===== config.mk =====
export PLATFORM = sky130hd
export DESIGN_NAME = mem_arbiter
export DESIGN_NICKNAME = d
export VERILOG_FILES = /design/src/rtl/mem_arb_pkg.sv /design/src/rtl/arb_starve_ctr.sv /design/src/rtl/mem_arbiter.sv
export SDC_FILE = /design/constraint.sdc
export NUM_CORES = 1
export LEC_CHECK = 0
export BUFFER_PORTS_ARGS = -buffer_cell sky130_fd_sc_hd__buf_4
export CAP_MARGIN = 0
export CORE_AREA = 5 5 190 192
export DETAILED_ROUTE_END_ITERATION = 7
export DIE_AREA = 0 0 195 197
export PLACE_DENSITY = 0.55
export SLEW_MARGIN = 20
export SYNTH_ARGS = -nofsm -noshare
export SYNTH_HDL_FRONTEND = slang
export SYNTH_HIERARCHICAL = 1
export SYNTH_SLANG_ARGS = --single-unit

===== constraint.sdc =====
create_clock -name clk -period 2.92 [get_ports clk]
set_input_delay 0.438 -clock clk [delete_from_list [all_inputs] [get_ports clk]]
set_output_delay 0.438 -clock clk [all_outputs]
set_load 0.05 [all_outputs]

===== src/rtl/mem_arb_pkg.sv =====
// Shared definitions for mem_arbiter: FSM state encoding and default parameter values.
package mem_arb_pkg;

    typedef enum logic [1:0] {
        IDLE   = 2'd0,
        BUSY_I = 2'd1,
        BUSY_D = 2'd2
    } arb_state_e;

    localparam int unsigned DEF_ADDR_W     = 64;
    localparam int unsigned DEF_DATA_W     = 64;
    localparam int unsigned DEF_STARVE_MAX = 4;

endpackage


===== src/rtl/arb_starve_ctr.sv =====
// Saturating count of back-to-back data grants taken while a fetch waits.
module arb_starve_ctr #(
    parameter int unsigned MAX = 4
) (
    input  logic clk,
    input  logic reset,
    input  logic inc,
    input  logic clr,
    output logic at_max
);

    localparam int unsigned CNT_W = (MAX < 1) ? 1 : $clog2(MAX + 1);
    localparam logic [CNT_W-1:0] CNT_MAX = CNT_W'(MAX);

    logic [CNT_W-1:0] cnt_q, cnt_d;

    always_comb begin
        cnt_d = cnt_q;
        if (clr) begin
            cnt_d = '0;
        end else if (inc && (cnt_q != CNT_MAX)) begin
            cnt_d = cnt_q + 1'b1;
        end
    end

    always_ff @(posedge clk or negedge reset) begin
        if (!reset) begin
            cnt_q <= '0;
        end else begin
            cnt_q <= cnt_d;
        end
    end

    assign at_max = (cnt_q == CNT_MAX);

endmodule


===== src/rtl/mem_arbiter.sv =====
// Two-requester (fetch / data) arbiter onto one memory port, one transaction in flight.
// Define MEM_ARB_STARVE_GUARD_EN to let a starved fetch win after STARVE_MAX data grants.
//
// state  | meaning
// IDLE   | no transaction; grant a requester and pulse mem_req this cycle
// BUSY_I | fetch outstanding; i_ack on mem_valid
// BUSY_D | data access outstanding; d_ack on mem_valid
module mem_arbiter
    import mem_arb_pkg::*;
#(
    parameter int unsigned ADDR_W     = DEF_ADDR_W,
    parameter int unsigned DATA_W     = DEF_DATA_W,
    parameter int unsigned STARVE_MAX = DEF_STARVE_MAX
) (
    input  logic              clk,
    input  logic              reset,
    input  logic              i_req,
    input  logic [ADDR_W-1:0] i_addr,
    output logic              i_ack,
    output logic [31:0]       i_rdata,
    input  logic              d_req,
    input  logic              d_we,
    input  logic [ADDR_W-1:0] d_addr,
    input  logic [DATA_W-1:0] d_wdata,
    output logic              d_ack,
    output logic [DATA_W-1:0] d_rdata,
    output logic              mem_req,
    output logic              mem_we,
    output logic [ADDR_W-1:0] mem_addr,
    output logic [DATA_W-1:0] mem_wdata,
    input  logic              mem_valid,
    input  logic [DATA_W-1:0] mem_rdata,
    output logic              i_stall,
    output logic              d_stall
);

    arb_state_e        state_q, state_d;
    logic [ADDR_W-1:0] addr_q, addr_d;
    logic [DATA_W-1:0] wdata_q, wdata_d;
    logic              we_q, we_d;
    logic [31:0]       i_rdata_q, i_rdata_d;
    logic [DATA_W-1:0] d_rdata_q, d_rdata_d;
    logic              fetch_first;
    logic              grant_i;
    logic              grant_d;

`ifdef MEM_ARB_STARVE_GUARD_EN
    logic at_max;

    arb_starve_ctr #(
        .MAX (STARVE_MAX)
    ) u_starve_ctr (
        .clk    (clk),
        .reset  (reset),
        .inc    (grant_d & i_req),
        .clr    (grant_i),
        .at_max (at_max)
    );

    assign fetch_first = at_max & i_req;
`else
    assign fetch_first = 1'b0;
`endif

    // Reset also gates the request-driven paths so every output reads 0 while held.
    assign grant_d = reset && (state_q == IDLE) && d_req && !fetch_first;
    assign grant_i = reset && (state_q == IDLE) && i_req && !grant_d;

    always_ff @(posedge clk or negedge reset) begin
        if (!reset) begin
            state_q <= IDLE;
        end else begin
            state_q <= state_d;
        end
    end

    always_comb begin
        state_d = state_q;
        case (state_q)
            IDLE: begin
                if (grant_d) begin
                    state_d = BUSY_D;
                end else if (grant_i) begin
                    state_d = BUSY_I;
                end
            end
            BUSY_I, BUSY_D: begin
                if (mem_valid) begin
                    state_d = IDLE;
                end
            end
            default: state_d = IDLE;
        endcase
    end

    always_comb begin
        mem_req   = 1'b0;
        mem_addr  = addr_q;
        mem_wdata = wdata_q;
        mem_we    = we_q;
        i_ack     = 1'b0;
        d_ack     = 1'b0;
        case (state_q)
            IDLE: begin
                if (grant_d) begin
                    mem_req   = 1'b1;
                    mem_addr  = d_addr;
                    mem_wdata = d_wdata;
                    mem_we    = d_we;
                end else if (grant_i) begin
                    mem_req   = 1'b1;
                    mem_addr  = i_addr;
                    mem_wdata = '0;
                    mem_we    = 1'b0;
                end
            end
            BUSY_I:  i_ack = mem_valid;
            BUSY_D:  d_ack = mem_valid;
            default: ;
        endcase
        i_rdata = i_ack ? mem_rdata[31:0] : i_rdata_q;
        d_rdata = d_ack ? mem_rdata : d_rdata_q;
    end

    assign i_stall = reset & i_req & ~i_ack;
    assign d_stall = reset & d_req & ~d_ack;

    always_comb begin
        addr_d    = mem_req ? mem_addr  : addr_q;
        wdata_d   = mem_req ? mem_wdata : wdata_q;
        we_d      = mem_req ? mem_we    : we_q;
        i_rdata_d = i_rdata;
        d_rdata_d = d_rdata;
    end

    always_ff @(posedge clk or negedge reset) begin
        if (!reset) begin
            addr_q    <= '0;
            wdata_q   <= '0;
            we_q      <= 1'b0;
            i_rdata_q <= '0;
            d_rdata_q <= '0;
        end else begin
            addr_q    <= addr_d;
            wdata_q   <= wdata_d;
            we_q      <= we_d;
            i_rdata_q <= i_rdata_d;
            d_rdata_q <= d_rdata_d;
        end
    end

endmodule


=== After elaboration in Yosys (flattened, before gate mapping) ===
Index checks and enable logic that the tools add are counted.

* Latch bits: 0
* Memories kept: 0
* Bits in registers: 227
* Bits in read-only memories: 0
* Bits in writable memories: 0

* Shift-type cells: 0
* Reductions and logical operators: 8
* Equality and inequality tests: 4
* $mul: 0
* Bitwise logic cells: 6
* Magnitude comparators: 0
* Add/sub/neg operators: 0
* Multiplexer cells: 20
* Divide/modulo/power cells: 0

{| class="wikitable"
|+ Operator list
! cell !! number
|-
| $mux 64 || 7
|-
| $mux 32 || 1
|-
| $mux 1 || 8
|-
| $mux 2 || 3
|-
| $and 1x1->1 || 4
|-
| $logic_and 1x1->1 || 4
|-
| $pmux 2 s2 || 1
|-
| $ne 3x3->1 const B || 1
|-
| $eq 2x1->1 const B || 1
|-
| $eq 2x2->1 const B || 1
|-
| $logic_not 2->1 || 1
|-
| $ne 2x2->1 const B || 1
|-
| $not 1->1 || 2
|-
| $reduce_and 2->1 || 1
|-
| $reduce_or 2->1 || 1
|-
| $logic_not 1->1 || 1
|}

=== Logic depth before layout (Yosys ltp) ===
* Depth in word-level cells: 8
* Gate-level depth with buffers: 9

=== Least setup slack after synthesis ===
No wires, ideal clock.

* Path type: register to output
* Start: register state_q[0]
* End: output mem_addr[55]
* Setup slack: 0.124 ns
* Path buffers: 3
* Arrival time: 2.358 ns
* Cell stages (with the launch flop): 9
* Required time: 2.482 ns
* Cell sequence: dfrtp_1 > inv_1 > ha_1 > buf_2 > and2_1 > buf_2 > buf_2 > a31oi_1 > o21ai_0

* Cells in the longest elaborated chain, start to end: 8

{| class="wikitable"
|+ Ends and longest elaborated chain
! what !! RTL line !! source
|-
| from (decl) || mem_arbiter.sv:37 || <nowiki>arb_state_e state_q, state_d;</nowiki>
|-
| from (signal assigned) || mem_arbiter.sv:73 || <nowiki>state_q <= state_d;</nowiki>
|-
| $logic_not 2->1 (*) || mem_arbiter.sv:66, mem_arbiter.sv:67, mem_arbiter.sv:103 ||
|-
| $logic_and 1x1->1 || mem_arbiter.sv:66, mem_arbiter.sv:67 ||
|-
| $logic_and 1x1->1 || mem_arbiter.sv:66 || <nowiki>assign grant_d = reset && (state_q == IDLE) && d_req && !fetch_first;</nowiki>
|-
| $logic_not 1->1 || mem_arbiter.sv:67 || <nowiki>assign grant_i = reset && (state_q == IDLE) && i_req && !grant_d;</nowiki>
|-
| $logic_and 1x1->1 || mem_arbiter.sv:67 ||
|-
| $mux 64 || mem_arbiter.sv:110 || <nowiki>end else if (grant_i) begin</nowiki>
|-
| $mux 64 || mem_arbiter.sv:105 || <nowiki>if (grant_d) begin</nowiki>
|-
| $mux 64 (*) || mem_arbiter.sv:103 || <nowiki>case (state_q)</nowiki>
|-
| to (decl) || mem_arbiter.sv:29 || <nowiki>output logic [ADDR_W-1:0] mem_addr,</nowiki>
|}

Mark *: on every way between the ends. The rest lies on a longest branch, timed or not.

=== Worst setup path after layout ===
* Start: register state_q[1]
* End: output mem_addr[58]

The elaborated chain is that of the path after synthesis.

==> flow_metrics.env <==
export IMPL_postSynthAreaPerCell_um2=12.2
export IMPL_grt_use_total_pct=18.5
export IMPL_finalCritPeriodShare_pct=97.2
export IMPL_die_w_um=195
export IMPL_die_area_um2=38400
export IMPL_cts_buffer_depth=3
export IMPL_vias=9173
export IMPL_syn_to_final_growth_pct=47.6
export IMPL_critPathLaunchType="register"
export IMPL_rows=68
export IMPL_htreeDepth=1
export IMPL_cp_end_kind="output port"
export IMPL_multiInputGateArea_um2=4580
export IMPL_initial_core_util_pct=31.6
export IMPL_outcome="completed"
export IMPL_grt_antenna_before_repair=0
export IMPL_ir_drop_mv=1.04
export IMPL_first_global_vias=9297
export IMPL_required_ns=2.48
export IMPL_setup_viol=0
export IMPL_final_common_cell="buf_4"
export IMPL_clk_pin_slew_ns=0.06
export IMPL_wirelength_um=38300
export IMPL_p_seq_share_pct=23.1
export IMPL_cts_sinks=227
export IMPL_critical_path_class="reg -> out"
export IMPL_cts_tree="built"
export IMPL_rsz0062_at_grt="yes"
export IMPL_fin_skew_ns=0.0203
export IMPL_synth_seq_cells=227
export IMPL_drcViolationCount=0
export IMPL_diodes=0
export IMPL_cpPeakStageDelay_ns=0.38
export IMPL_switching_share_pct=50.1
export IMPL_final_util_pct=46.6
export IMPL_path_delay_family="buffers and inverters"
export IMPL_crit_slowest_cell="dfrtp_1"
export IMPL_cts_made_buffers=28
export IMPL_yosysUniqueCellTypes=24
export IMPL_place_hpwl_um=27500
export IMPL_synth_area_um2=10800
export IMPL_final_cell_mix="497 x buf_4, 227 x dfrtp_1, 130 x a22o_1"
export IMPL_final_nets=1617
export IMPL_fmax_ghz=0.352
export IMPL_clockPowerShare_pct=14.1
export IMPL_core_um2=34200
export IMPL_yosysSeqAreaShare_pct=52.6
export IMPL_power_density_nw_per_um2=1460
export IMPL_intPower_uw=11600
export IMPL_path_buf_inv=3
export IMPL_layout_drive_gt1_share_pct=53.4
export IMPL_die_h_um=197
export IMPL_cp_arrival_ns=2.40
export IMPL_grt_pass1_wl_um=57100
export IMPL_synthArstFlopShare_pct=100
export IMPL_maxSlewHeadroom_pct=36.6
export IMPL_finalCriticalPeriod_ns=2.84
export IMPL_crit_path_cell_trace="inv_1 -> ha_4 -> and2_2 -> buf_12 -> a31oi_1 -> o21ai_0 -> buf_4"
export IMPL_wire_per_inst_um=21.0
export IMPL_place_congestion=0.841
export IMPL_slew_viol_final=0
export IMPL_ant_nets=0
export IMPL_worstPathMaxFanout=31
export IMPL_fillCellCount=3259
export IMPL_layout_setup_ws_ns=0.0821
export IMPL_drv_cap=0
export IMPL_finalHoldViolCount=0
export IMPL_root_buffer="clkbuf_16"
export IMPL_tightest_slew_ns=0.951
export IMPL_insertion_delay_ns=0.54
export IMPL_combinationalPowerShare_pct=62.8
export IMPL_num_io_pins=492
export IMPL_place_ws_ns=0.375
export IMPL_overflow=0
export IMPL_synth_fp_nets=1148
export IMPL_synth_edff_count=0
export IMPL_p_leak_uw=0.00748
export IMPL_viasPerCell=5.03
export IMPL_p_sw_uw=11600
export IMPL_hold_path_class="in -> reg"
export IMPL_seq_area_um2=5680
export IMPL_yosys_most_used_dff="dfrtp_1"
export IMPL_grt_start_max_net_pins=107
export IMPL_drt_iter0_markers=418
export IMPL_place_port_buffers=491
export IMPL_drtPass1Iterations=4
export IMPL_synthCells=883
export IMPL_ys_warn_count=6
[repair_timing]
action                                  4_1_cts  5_1_grt
cloned                                        1        1
endpoints found under the setup margin      122      107
pin swaps                                     0        2
gates resized for setup                       6       14
endpoints found under the hold margin        26        0
hold buffers                                  2        0
buffers inserted                              0        5
[per-layer routing]
layer | up-vias | wire length (um) | track usage, %
met5 | - | 0 | 0
met4 | 0 | 1130 | 5.09
met3 | 53 | 2610 | 4.65
met2 | 357 | 18700 | 30.8
met1 | 4465 | 15900 | 24.3
li1 | 4298 | - | -
[worst paths after layout]
path | startpoint | endpoint | slack (ns) | depth (start not counted)
max | state_q[1] | mem_addr[58] | 0.08 | 7
min | d_addr[47] | addr_q[47] | 0.13 | 3
min reg2reg | addr_q[43] | addr_q[43] | 0.46 | 2
min in group asynchronous | reset | addr_q[55] | 0.49 | 3
max reg2reg | state_q[1] | wdata_q[37] | 1.04 | 7
max in group asynchronous | reset | wdata_q[44] | 0.73 | 4
[state kept, by name (all words and copies together) (netlist names)]
signal     count
we_q           1
wdata_q       64
i_rdata_q     32
d_rdata_q     64
state_q        2
addr_q        64
[cell usage after synthesis (18+ instances only)]
library cell / n / area [um2]
clkbuf_1: 21 / 78.8
a22o_1: 130 / 1140
a31oi_1: 60 / 375
buf_2: 39 / 195
nand2_1: 18 / 67.6
buf_6: 20 / 225
nor2b_1: 61 / 382
dfrtp_1: 227 / 5680
a22oi_2: 60 / 751
o21ai_0: 21 / 105
o21ai_1: 100 / 500
mux2_2: 96 / 1080
[power groups by stage]
stage	clock, uW	combinational (uW)	sequential (uW)
final	3280	14600	5380
after detailed placement	0	14400	5420
after CTS	3400	14600	5380
after global placement	0	14400	5390
after global routing	3510	15300	5560
after floorplan	0	10400	5250
[cell families (layout without fill, tap and decap cells)]
family | after synthesis | in the layout | share of synthesized area [%]
AND/OR/NAND/NOR | 85 | 85 | 4.54
multiplexers | 96 | 96 | 10.0
buffers and inverters | 93 | 580 | 5.35
flip-flops | 227 | 227 | 52.6
AO/OA/AOI/OAI | 379 | 379 | 27.2
adder cells (fa/ha/maj) | 3 | 3 | 0.347
[per-stage QoR]
stage	setup TNS, ns	total power (uW)	instances	hold WS (ns)	area [um2]
after floorplan	0	15600	883	0.142	10800
after global placement	0	19800	1768	0.337	14800
after detailed placement	0	19900	1768	0.338	14800
after CTS	-0.0233	23400	1819	0.0940	15800
after global routing	-0.133	24400	1825	0.111	15900
final	0	23300	1825	0.131	15900
[worst register-to-register path, delay by kind of cell, from the launching register on]
family | cells | cell delay (ns)
buf+inv | 4 | 0.69
fa+ha+maj | 1 | 0.22
flops | 1 | 0.38
compound gates | 1 | 0.20
simple gates | 1 | 0.31
[cell type report]
| class | count | share of cell area (%) |
|---|---|---|
| multi-input cells | 563 | 28.7 |
| clock buffers | 40 | 5.12 |
| inverters | 5 | 0.118 |
| clock inverters | 8 | 0.377 |
| flip-flops and latches | 227 | 35.6 |
| repair buffers | 527 | 26.5 |
| well taps | 455 | 3.57 |
Note: power is estimated with default switching activity, not from simulation.
